## src/rtl/crc_pkg.sv

```systemverilog
// -----------------------------------------------------------------------------
// crc_pkg
// Shared definitions for the serial CRC-4 frame scheduler:
//   MSG_W_DEFAULT  default message width (bits per frame, shifted MSB first)
//   CRC_W          CRC width
//   POLY           generator low bits (x^4 + x + 1, x^CRC_W term implicit)
//   state_t        scheduler FSM states
//   crc_step()     one bit of register long-division; used by the engine and
//                  by any reference model so both share a single definition
// -----------------------------------------------------------------------------
package crc_pkg;

    localparam int               MSG_W_DEFAULT = 7;
    localparam int               CRC_W         = 4;
    localparam logic [CRC_W-1:0] POLY          = 4'b0011;

    typedef enum logic {
        IDLE  = 1'b0,
        SHIFT = 1'b1
    } state_t;

    // Shift one bit in; when the bit falling out of the top is set, the
    // generator is subtracted (XOR) from what remains.
    function automatic logic [CRC_W-1:0] crc_step(input logic [CRC_W-1:0] crc,
                                                  input logic             din);
        return {crc[CRC_W-2:0], din} ^ (crc[CRC_W-1] ? POLY : '0);
    endfunction

endpackage

```

## src/rtl/crc_serial_lfsr.sv

```systemverilog
// -----------------------------------------------------------------------------
// crc_serial_lfsr
// The serial CRC engine register. One bit of long-division per enabled cycle.
// Ports:
//   clk    rising-edge clock
//   reset  asynchronous, active-high reset (clears the register)
//   clr    synchronous clear at the start of a frame (wins over en)
//   en     advance the engine by one bit
//   din    serial input bit
//   crc    current remainder
// -----------------------------------------------------------------------------
module crc_serial_lfsr
    import crc_pkg::*;
(
    input  logic             clk,
    input  logic             reset,
    input  logic             clr,
    input  logic             en,
    input  logic             din,
    output logic [CRC_W-1:0] crc
);

    always_ff @(posedge clk or posedge reset) begin
        if (reset) begin
            crc <= '0;
        end else if (clr) begin
            crc <= '0;
        end else if (en) begin
            crc <= crc_step(crc, din);
        end
    end

endmodule

```

## src/rtl/crc_frame_sched.sv

```systemverilog
// -----------------------------------------------------------------------------
// crc_frame_sched
// Shares one serial CRC-4 engine between two requesters. A granted frame is
// latched together with the CRC_W trailing bits (zeros in generate mode, the
// received CRC in check mode) into one shift register that feeds the engine
// MSB first, MSG_W+CRC_W bits in total. The remainder is reported with a
// one-cycle done pulse. Simultaneous requests are served round-robin.
// Ports:
//   clk      rising-edge clock
//   reset    asynchronous, active-high reset
//   req      per-requester level request, held until ack
//   req_chk  per-requester mode: 0 = generate, 1 = check
//   req_msg  frames, requester i at [i*MSG_W +: MSG_W]
//   req_exp  received CRCs, requester i at [i*CRC_W +: CRC_W]
//   ack      one-cycle grant pulse (frame latched on the edge that raises it)
//   busy     high while a frame is shifting
//   done     one-cycle result pulse
//   done_id  requester index of the finished frame
//   crc_out  remainder, held until the next done
//   crc_ok   check mode and remainder zero
// Timing: the ack cycle is followed by MSG_W+CRC_W shift edges; done is high
// in the cycle after the last one, i.e. the 12th cycle counting the ack cycle
// as the first. The edge ending the done cycle can already grant a new frame.
// -----------------------------------------------------------------------------
module crc_frame_sched
    import crc_pkg::*;
#(
    parameter int MSG_W = MSG_W_DEFAULT
) (
    input  logic               clk,
    input  logic               reset,
    input  logic [1:0]         req,
    input  logic [1:0]         req_chk,
    input  logic [2*MSG_W-1:0] req_msg,
    input  logic [2*CRC_W-1:0] req_exp,
    output logic [1:0]         ack,
    output logic               busy,
    output logic               done,
    output logic               done_id,
    output logic [CRC_W-1:0]   crc_out,
    output logic               crc_ok
);

    localparam int               TOT_W    = MSG_W + CRC_W;
    localparam int               CNT_W    = $clog2(TOT_W + 1);
    localparam logic [CNT_W-1:0] LAST_CNT = CNT_W'(TOT_W - 1);

    state_t             state_q;
    state_t             state_d;
    logic               last_q;
    logic [TOT_W-1:0]   sr_q;
    logic               chk_q;
    logic               id_q;
    logic [CNT_W-1:0]   cnt_q;

    logic               grant;
    logic               win;
    logic               lfsr_clr;
    logic               lfsr_en;
    logic               last_edge;
    logic               din;
    logic [CRC_W-1:0]   crc_q;
    logic [CRC_W-1:0]   crc_next;
    logic [MSG_W-1:0]   msg_sel;
    logic [CRC_W-1:0]   exp_sel;
    logic               chk_sel;

    assign din      = sr_q[TOT_W-1];
    assign crc_next = crc_step(crc_q, din);
    assign msg_sel  = win ? req_msg[2*MSG_W-1:MSG_W] : req_msg[MSG_W-1:0];
    assign exp_sel  = win ? req_exp[2*CRC_W-1:CRC_W] : req_exp[CRC_W-1:0];
    assign chk_sel  = win ? req_chk[1] : req_chk[0];

    crc_serial_lfsr u_lfsr (
        .clk   (clk),
        .reset (reset),
        .clr   (lfsr_clr),
        .en    (lfsr_en),
        .din   (din),
        .crc   (crc_q)
    );

    // Next-state logic and arbitration. On a tie the requester that was not
    // granted last wins; last_q resets to 1 so requester 0 wins the first tie.
    always_comb begin
        state_d   = state_q;
        grant     = 1'b0;
        win       = 1'b0;
        lfsr_clr  = 1'b0;
        lfsr_en   = 1'b0;
        last_edge = 1'b0;
        case (state_q)
            IDLE: begin
                if (|req) begin
                    grant    = 1'b1;
                    win      = (req == 2'b11) ? ~last_q : req[1];
                    lfsr_clr = 1'b1;
                    state_d  = SHIFT;
                end
            end
            SHIFT: begin
                lfsr_en = 1'b1;
                if (cnt_q == LAST_CNT) begin
                    last_edge = 1'b1;
                    state_d   = IDLE;
                end
            end
            default: state_d = IDLE;
        endcase
    end

    // State, frame and result registers. In generate mode the trailing
    // CRC_W bits of the shift register are loaded with zeros (augmentation),
    // so the same shift path serves both modes.
    always_ff @(posedge clk or posedge reset) begin
        if (reset) begin
            state_q <= IDLE;
            last_q  <= 1'b1;
            sr_q    <= '0;
            chk_q   <= 1'b0;
            id_q    <= 1'b0;
            cnt_q   <= '0;
            ack     <= 2'b00;
            busy    <= 1'b0;
            done    <= 1'b0;
            done_id <= 1'b0;
            crc_out <= '0;
            crc_ok  <= 1'b0;
        end else begin
            state_q <= state_d;
            ack     <= 2'b00;
            done    <= 1'b0;
            if (grant) begin
                ack    <= win ? 2'b10 : 2'b01;
                last_q <= win;
                id_q   <= win;
                chk_q  <= chk_sel;
                sr_q   <= {msg_sel, (chk_sel ? exp_sel : {CRC_W{1'b0}})};
                cnt_q  <= '0;
                busy   <= 1'b1;
            end
            if (lfsr_en) begin
                sr_q  <= {sr_q[TOT_W-2:0], 1'b0};
                cnt_q <= cnt_q + 1'b1;
            end
            if (last_edge) begin
                crc_out <= crc_next;
                crc_ok  <= chk_q && (crc_next == '0);
                done    <= 1'b1;
                done_id <= id_q;
                busy    <= 1'b0;
            end
        end
    end

endmodule
```

## config.mk

```make
export PLATFORM = sky130hd
export DESIGN_NAME = crc_frame_sched
export DESIGN_NICKNAME = d
export VERILOG_FILES = /design/src/rtl/crc_pkg.sv /design/src/rtl/crc_serial_lfsr.sv /design/src/rtl/crc_frame_sched.sv
export SDC_FILE = /design/constraint.sdc
export NUM_CORES = 1
export LEC_CHECK = 0
export BUFFER_PORTS_ARGS = -buffer_cell sky130_fd_sc_hd__buf_4
export CAP_MARGIN = 5
export CORE_ASPECT_RATIO = 1.4
export CORE_UTILIZATION = 55
export DETAILED_ROUTE_END_ITERATION = 10
export HOLD_SLACK_MARGIN = 0.12
export PLACE_DENSITY = 0.86
export SLEW_MARGIN = 20
export SYNTH_ARGS = -nofsm -noshare
export SYNTH_HDL_FRONTEND = slang
export SYNTH_SLANG_ARGS = --single-unit
```

## constraint.sdc

```tcl
create_clock -name clk -period 2.5 [get_ports clk]
set_input_delay 0.625 -clock clk [delete_from_list [all_inputs] [get_ports clk]]
set_output_delay 0.625 -clock clk [all_outputs]
set_load 0.005 [all_outputs]
```

==> out/qor.csv, run 1 <==
metric,value,unit
register bit total from synthesis,33,
ys async rst share,1.00,
# IOs,38,
VDD IR max,0.734,mV
multi-input combinational cell area,623,sq um
post-cts resize count,0,
Fin Clk Skew,10.8,ps
Place WS,684,ps
Longest Clk Path Bufs,2,
Synth Flop Type,dfrtp_1,
diode count,0,
Root Buffer,clkbuf_4,
Leak Pwr,0.000898,uW
Startpoint Class,flip-flop,
Nets,218,
worst-margin pin slew,681,ps
largest net degree at the start of global routing,34,
global-route wire length before repair,5260,microns
Crit. Startpoint,state_q,
FF-to-FF Start,state_q,
R2R cell count,5,
WL/cell,13.4,microns
filler instances,214,
unrepaired setup endpoints after global routing,no,
starting density of the core,0.583,
top-count cell post-synth,nand2_1,
post-synthesis sequential area ratio,0.542,
CTS tree,built,
clk sinks,33,
Worst slew margin,0.544,
Yosys top cell by area,dfrtp_1,
Area contributors post-synth,"dfrtp_1, nand2_1, mux2i_1",
hold crit path type,in2async,
status,completed,
post-synth top area share,0.525,
"setup slack, reg-to-reg",960,ps
endpoint class of the critical path,flip-flop,
WL final,3020,microns
DR pass1 iterations,4,
Die Span X,46.5,microns
# rows,22,
Clock Latency Late Sink,340,ps
Final ANT Viol Nets,0,
"EDFF count, synth",0,
DIE HEIGHT,64.3,microns
worst flop-to-flop path endpoint,sr_q[7],
CTS Hold Bufs,0,
via count,1246,
DR vias/cell,5.54,
Synth Warn #,0,
final setup fails,0,
Synth top cells by count,"nand2_1, dfrtp_1, o21ai_0",
max frequency,651,MHz
setup ws final,963,ps
I/O Buffers,37,
Final Hold Viols,0,
syn_nets,179,
max-cap violation count,0,
# DRC,0,
Pins Over Slew Limit,0,
total core area,2620,sq um
total global-route track usage,0.248,
CP Class,reg2reg,
total area of sequential cells,827,sq um
GPL Wtd Cong,0.783,
initial antenna violation count,0,
clk slew on worst S/H paths,100,ps
synthesized cell area,1530,sq um
htree depth,2,
CP arrival,1750,ps
layout cells sized above 1,0.280,
drt first-iter violations,36,
setup_tns,0,ps
synth unique cells,31,
Detail Placement HPWL,2200,microns
Worst EP required,2720,ps
die area,2990,sq um
TritonCTS Buffers,5,
Mean Syn Cell Area,10.2,sq um
Syn-to-layout area delta,23.8,%
total grt overflow,0,
cells after synthesis,149,
min cycle time layout,1540,ps
fin crit share,0.615,
# Post-CTS Setup Buffers,0,
worst-path fanout max,14,
pwr dens,984,nW/um^2
vias in the first global route,1234,
Worst Setup EP,sr_q[7],
==> cell type report <==
type                    count  share of cell area
inverters                   4             0.00795
multi-input cells         103               0.330
clock inverters             1             0.00265
well taps                  36              0.0239
clock buffers               7              0.0345
repair buffers             41               0.163
flip-flops and latches     33               0.438
==> worst max-delay path: stages (launching register included) <==
cell and delay [ps]:
dfrtp_1 390, inv_1 250, and2_1 180, buf_4 230
mux2i_1 230, o221ai_1 130
==> sequential cells by signal, summed over array words and instances (netlist names) <==
name	count
ack	2
crc_out	4
last_q	1
busy	1
crc_ok	1
done	1
cnt_q	4
state_q	1
done_id	1
u_lfsr.crc	4
sr_q	11
id_q	1
chk_q	1
==> kinds of logic (layout without fill, tap and decap cells) <==
logic type,Yosys count,in the layout,synth area share
XOR/XNOR,3,3,0.0172
AO/OA/AOI/OAI,33,33,0.156
multiplexers,11,11,0.0722
AND/OR/NAND/NOR,54,54,0.147
flip-flops,33,33,0.542
buffers and inverters,13,53,0.0492
adder cells (fa/ha/maj),2,2,0.0164
==> layer usage <==
layer  GRT usage  vias to the layer above  part of all wire
li1            -                      597                 -
met1       0.287                      601              0.40
met2       0.401                       41              0.52
met3      0.0763                        7             0.049
met4       0.110                        0             0.023
met5           0                        -                 0
==> report_power, final <==
group | switching [uW] | leakage (uW) | internal [uW]
sequential | 153 | 0.000421 | 750
combinational | 305 | 0.000436 | 306
clock | 183 | 0.0000413 | 163
==> cell usage in the layout (no fill, tap or decap), drive strengths merged, types with 2 or more instances in the layout <==
cell,n
nor2,5
a22o,2
o221ai,9
nor3,2
xnor2,2
inv,4
ha,2
o21ai,13
buf,41
clkbuf,7
dfrtp,32
mux2i,11
a21o,2
nand2,42
==> worst min path at each step <==
stage,to,depth (start not counted)
after floorplan,done_id,2
after global placement,done_id,2
after detailed placement,id_q,1
after CTS,ack[0],3
after global routing,done_id,3
final,ack[0],3
==> stage by stage <==
step / power [uW] / area, sq um / hold slack [ps] / instances / utilization
6_report: 1860 / 1890 / 358 / 225 / 0.722
5_1_grt: 2010 / 1890 / 395 / 225 / 0.722
4_1_cts: 1870 / 1890 / 370 / 225 / 0.722
3_5_place_dp: 1530 / 1820 / 470 / 217 / 0.695
3_3_place_gp: 1480 / 1820 / 457 / 217 / 0.695
2_1_floorplan: 1300 / 1530 / 439 / 149 / -
No activity file was read; power rests on OpenSTA's default activity.
==> inputs of run 2 (changes only) <==
Settings changed: CORE_UTILIZATION 55 to 52, PLACE_DENSITY 0.86 to 0.82.
Clock period 2.5 ns to 1.5 ns, I/O delays scaled along.
==> run 2 against run 1 <==
Against the previous run: sequential share of layout area is 1.8 points lower; clock skew about the same; core utilization grew 0.85 points; routed wire length up 2.3%; sequential power is 67% higher; clock power rose by 64%; die area increased by 5.5%; worst hold slack worse by 37 ps; combinational power increased by 74%; flip-flop and latch count stayed put; register-to-register slack worse by 860 ps.
==> out/qor.csv, run 2 (synthesized netlist as in run 1, its figures left out) <==
metric,value,unit,change
total global-route track usage,0.239,,was 0.248
filler instances,227,,was 214
multi-input combinational cell area,623,sq um,unchanged
Nets,227,,was 218
WL final,3090,microns,was 3020 microns
diode count,0,,unchanged
Syn-to-layout area delta,29.2,%,was 23.8%
global-route wire length before repair,5260,microns,about the same
drt first-iter violations,44,,was 36
Root Buffer,clkbuf_4,,unchanged
DIE HEIGHT,66.1,microns,was 64.3 microns
Final ANT Viol Nets,0,,unchanged
TritonCTS Buffers,5,,unchanged
max-cap violation count,0,,unchanged
post-cts resize count,0,,unchanged
Worst EP required,1710,ps,was 2720 ps
CTS Hold Bufs,1,,was 0
layout cells sized above 1,0.308,,was 0.280
max frequency,716,MHz,was 651 MHz
WL/cell,13.2,microns,was 13.4 microns
VDD IR max,0.979,mV,was 0.734 mV
dpl cells,225,,was 217
hold crit path type,in2reg,,was in2async
clk sinks,33,,unchanged
DR vias/cell,5.40,,was 5.54
setup ws final,104,ps,was 963 ps
CP arrival,1610,ps,was 1750 ps
via count,1263,,was 1246
Place WS,-5.90,ps,was 684 ps
unrepaired setup endpoints after global routing,no,,unchanged
DR pass1 iterations,4,,unchanged
status,completed,,unchanged
GPL Wtd Cong,0.781,,was 0.783
Longest Clk Path Bufs,2,,unchanged
final setup fails,0,,unchanged
starting density of the core,0.565,,was 0.583
worst-margin pin slew,403,ps,was 681 ps
CTS tree,built,,unchanged
delay of the slowest critical-path stage,570,ps,was 390 ps
Fin Clk Skew,10.4,ps,was 10.8 ps
Pins Over Slew Limit,0,,unchanged
# Post-CTS Setup Buffers,0,,unchanged
endpoint class of the critical path,flip-flop,,unchanged
Final Hold Viols,0,,unchanged
"most common cell after layout, fill and taps aside",buf_4,,was nand2_1
Startpoint Class,flip-flop,,unchanged
worst-path fanout max,11,,was 14
CP max-delay cell,dfstp_2,,was dfrtp_1
CP Class,reg2reg,,unchanged
total grt overflow,0,,unchanged
Non-Filler Instances,234,,was 225
initial antenna violation count,0,,unchanged
min cycle time layout,1400,ps,was 1540 ps
Clock Latency Late Sink,340,ps,about the same
"commonest non-fill, non-tap cells in the layout","buf_4, nand2_1, dfrtp_1, o21ai_0, mux2i_1",,"was nand2_1, buf_4, dfrtp_1, o21ai_0, mux2i_1"
die area,3160,sq um,was 2990 sq um
Worst slew margin,0.731,,was 0.544
pwr dens,1590,nW/um^2,was 984 nW/um^2
Detail Placement HPWL,2240,microns,was 2200 microns
largest net degree at the start of global routing,34,,unchanged
CP Cell Sequence,a21boi_2 -> and2_1 -> buf_12 -> mux2i_1 -> o221ai_1,,was inv_1 -> and2_1 -> buf_4 -> mux2i_1 -> o221ai_1
# DRC,0,,unchanged
Leak Pwr,0.000945,uW,was 0.000898 uW
fin crit share,0.931,,was 0.615
# IOs,38,,unchanged
max reg flops,11,,unchanged
Biggest register,sr_q,,unchanged
clk slew on worst S/H paths,100,ps,about the same
htree depth,2,,unchanged
total core area,2700,sq um,was 2620 sq um
I/O Buffers,37,,unchanged
total area of sequential cells,827,sq um,unchanged
Die Span X,47.8,microns,was 46.5 microns
# rows,22,,unchanged
vias in the first global route,1243,,was 1234
[run 2: cell count changes in the layout (fill, tap and decap cells not counted)]
cell	change
buf_4	+7
buf_12	+1
dlygate4sd3_1	+1
[run 2: where the power goes]
| group | internal (uW) | switching (uW) | leakage [uW] | total (uW) |
|---|---|---|---|---|
| sequential | 1250 | 259 | 0.000421 | 1510 |
| clock | 271 | 296 | 0.0000413 | 568 |
| combinational | 552 | 506 | 0.000483 | 1060 |
[run 2: layer usage]
layer	global-route usage	vias to the layer above	wire length, microns
li1	-	612	-
met1	0.264	610	1260
met2	0.404	34	1630
met3	0.0656	7	130
met4	0.111	0	70
met5	0	-	0
[run 2: area by class of cell]
cell class / instances / area share
repair buffers: 50 / 0.198
multi-input cells: 103 / 0.316
flip-flops and latches: 33 / 0.420
inverters: 4 / 0.00762
well taps: 36 / 0.0229
clock buffers: 7 / 0.0330
clock inverters: 1 / 0.00254
[run 2: worst paths after layout]
path / start / to / slack, ps / depth (start not counted)
max: last_q / sr_q[4] / 100 / 5
min: req_exp[0] / sr_q[0] / 320 / 3
max reg2reg: last_q / sr_q[4] / 100 / 5
min reg2reg: crc_out[2] / crc_out[2] / 480 / 2
max in group asynchronous: reset / last_q / 500 / 4
min in group asynchronous: reset / u_lfsr.crc[2] / 660 / 4
[run 2: critical path, delay by kind of cell, from the launching register on]
kind / cells / cell delay (ps)
AOI/OAI and AO/OA: 2 / 210
and+or+nand+nor: 1 / 190
buffers and inverters: 1 / 160
muxes: 1 / 140
DFF: 1 / 570
[run 2: through the flow]
step           power (uW)  hold slack, ps  TNS (ps)  utilization  area, sq um
2_1_floorplan        2160             439         0            -         1530
3_3_place_gp         2500             454         0        0.701         1890
3_5_place_dp         2590             465     -8.77        0.701         1890
4_1_cts              3160             315         0        0.731         1970
5_1_grt              3400             339         0        0.731         1970
6_report             3130             321         0        0.731         1970
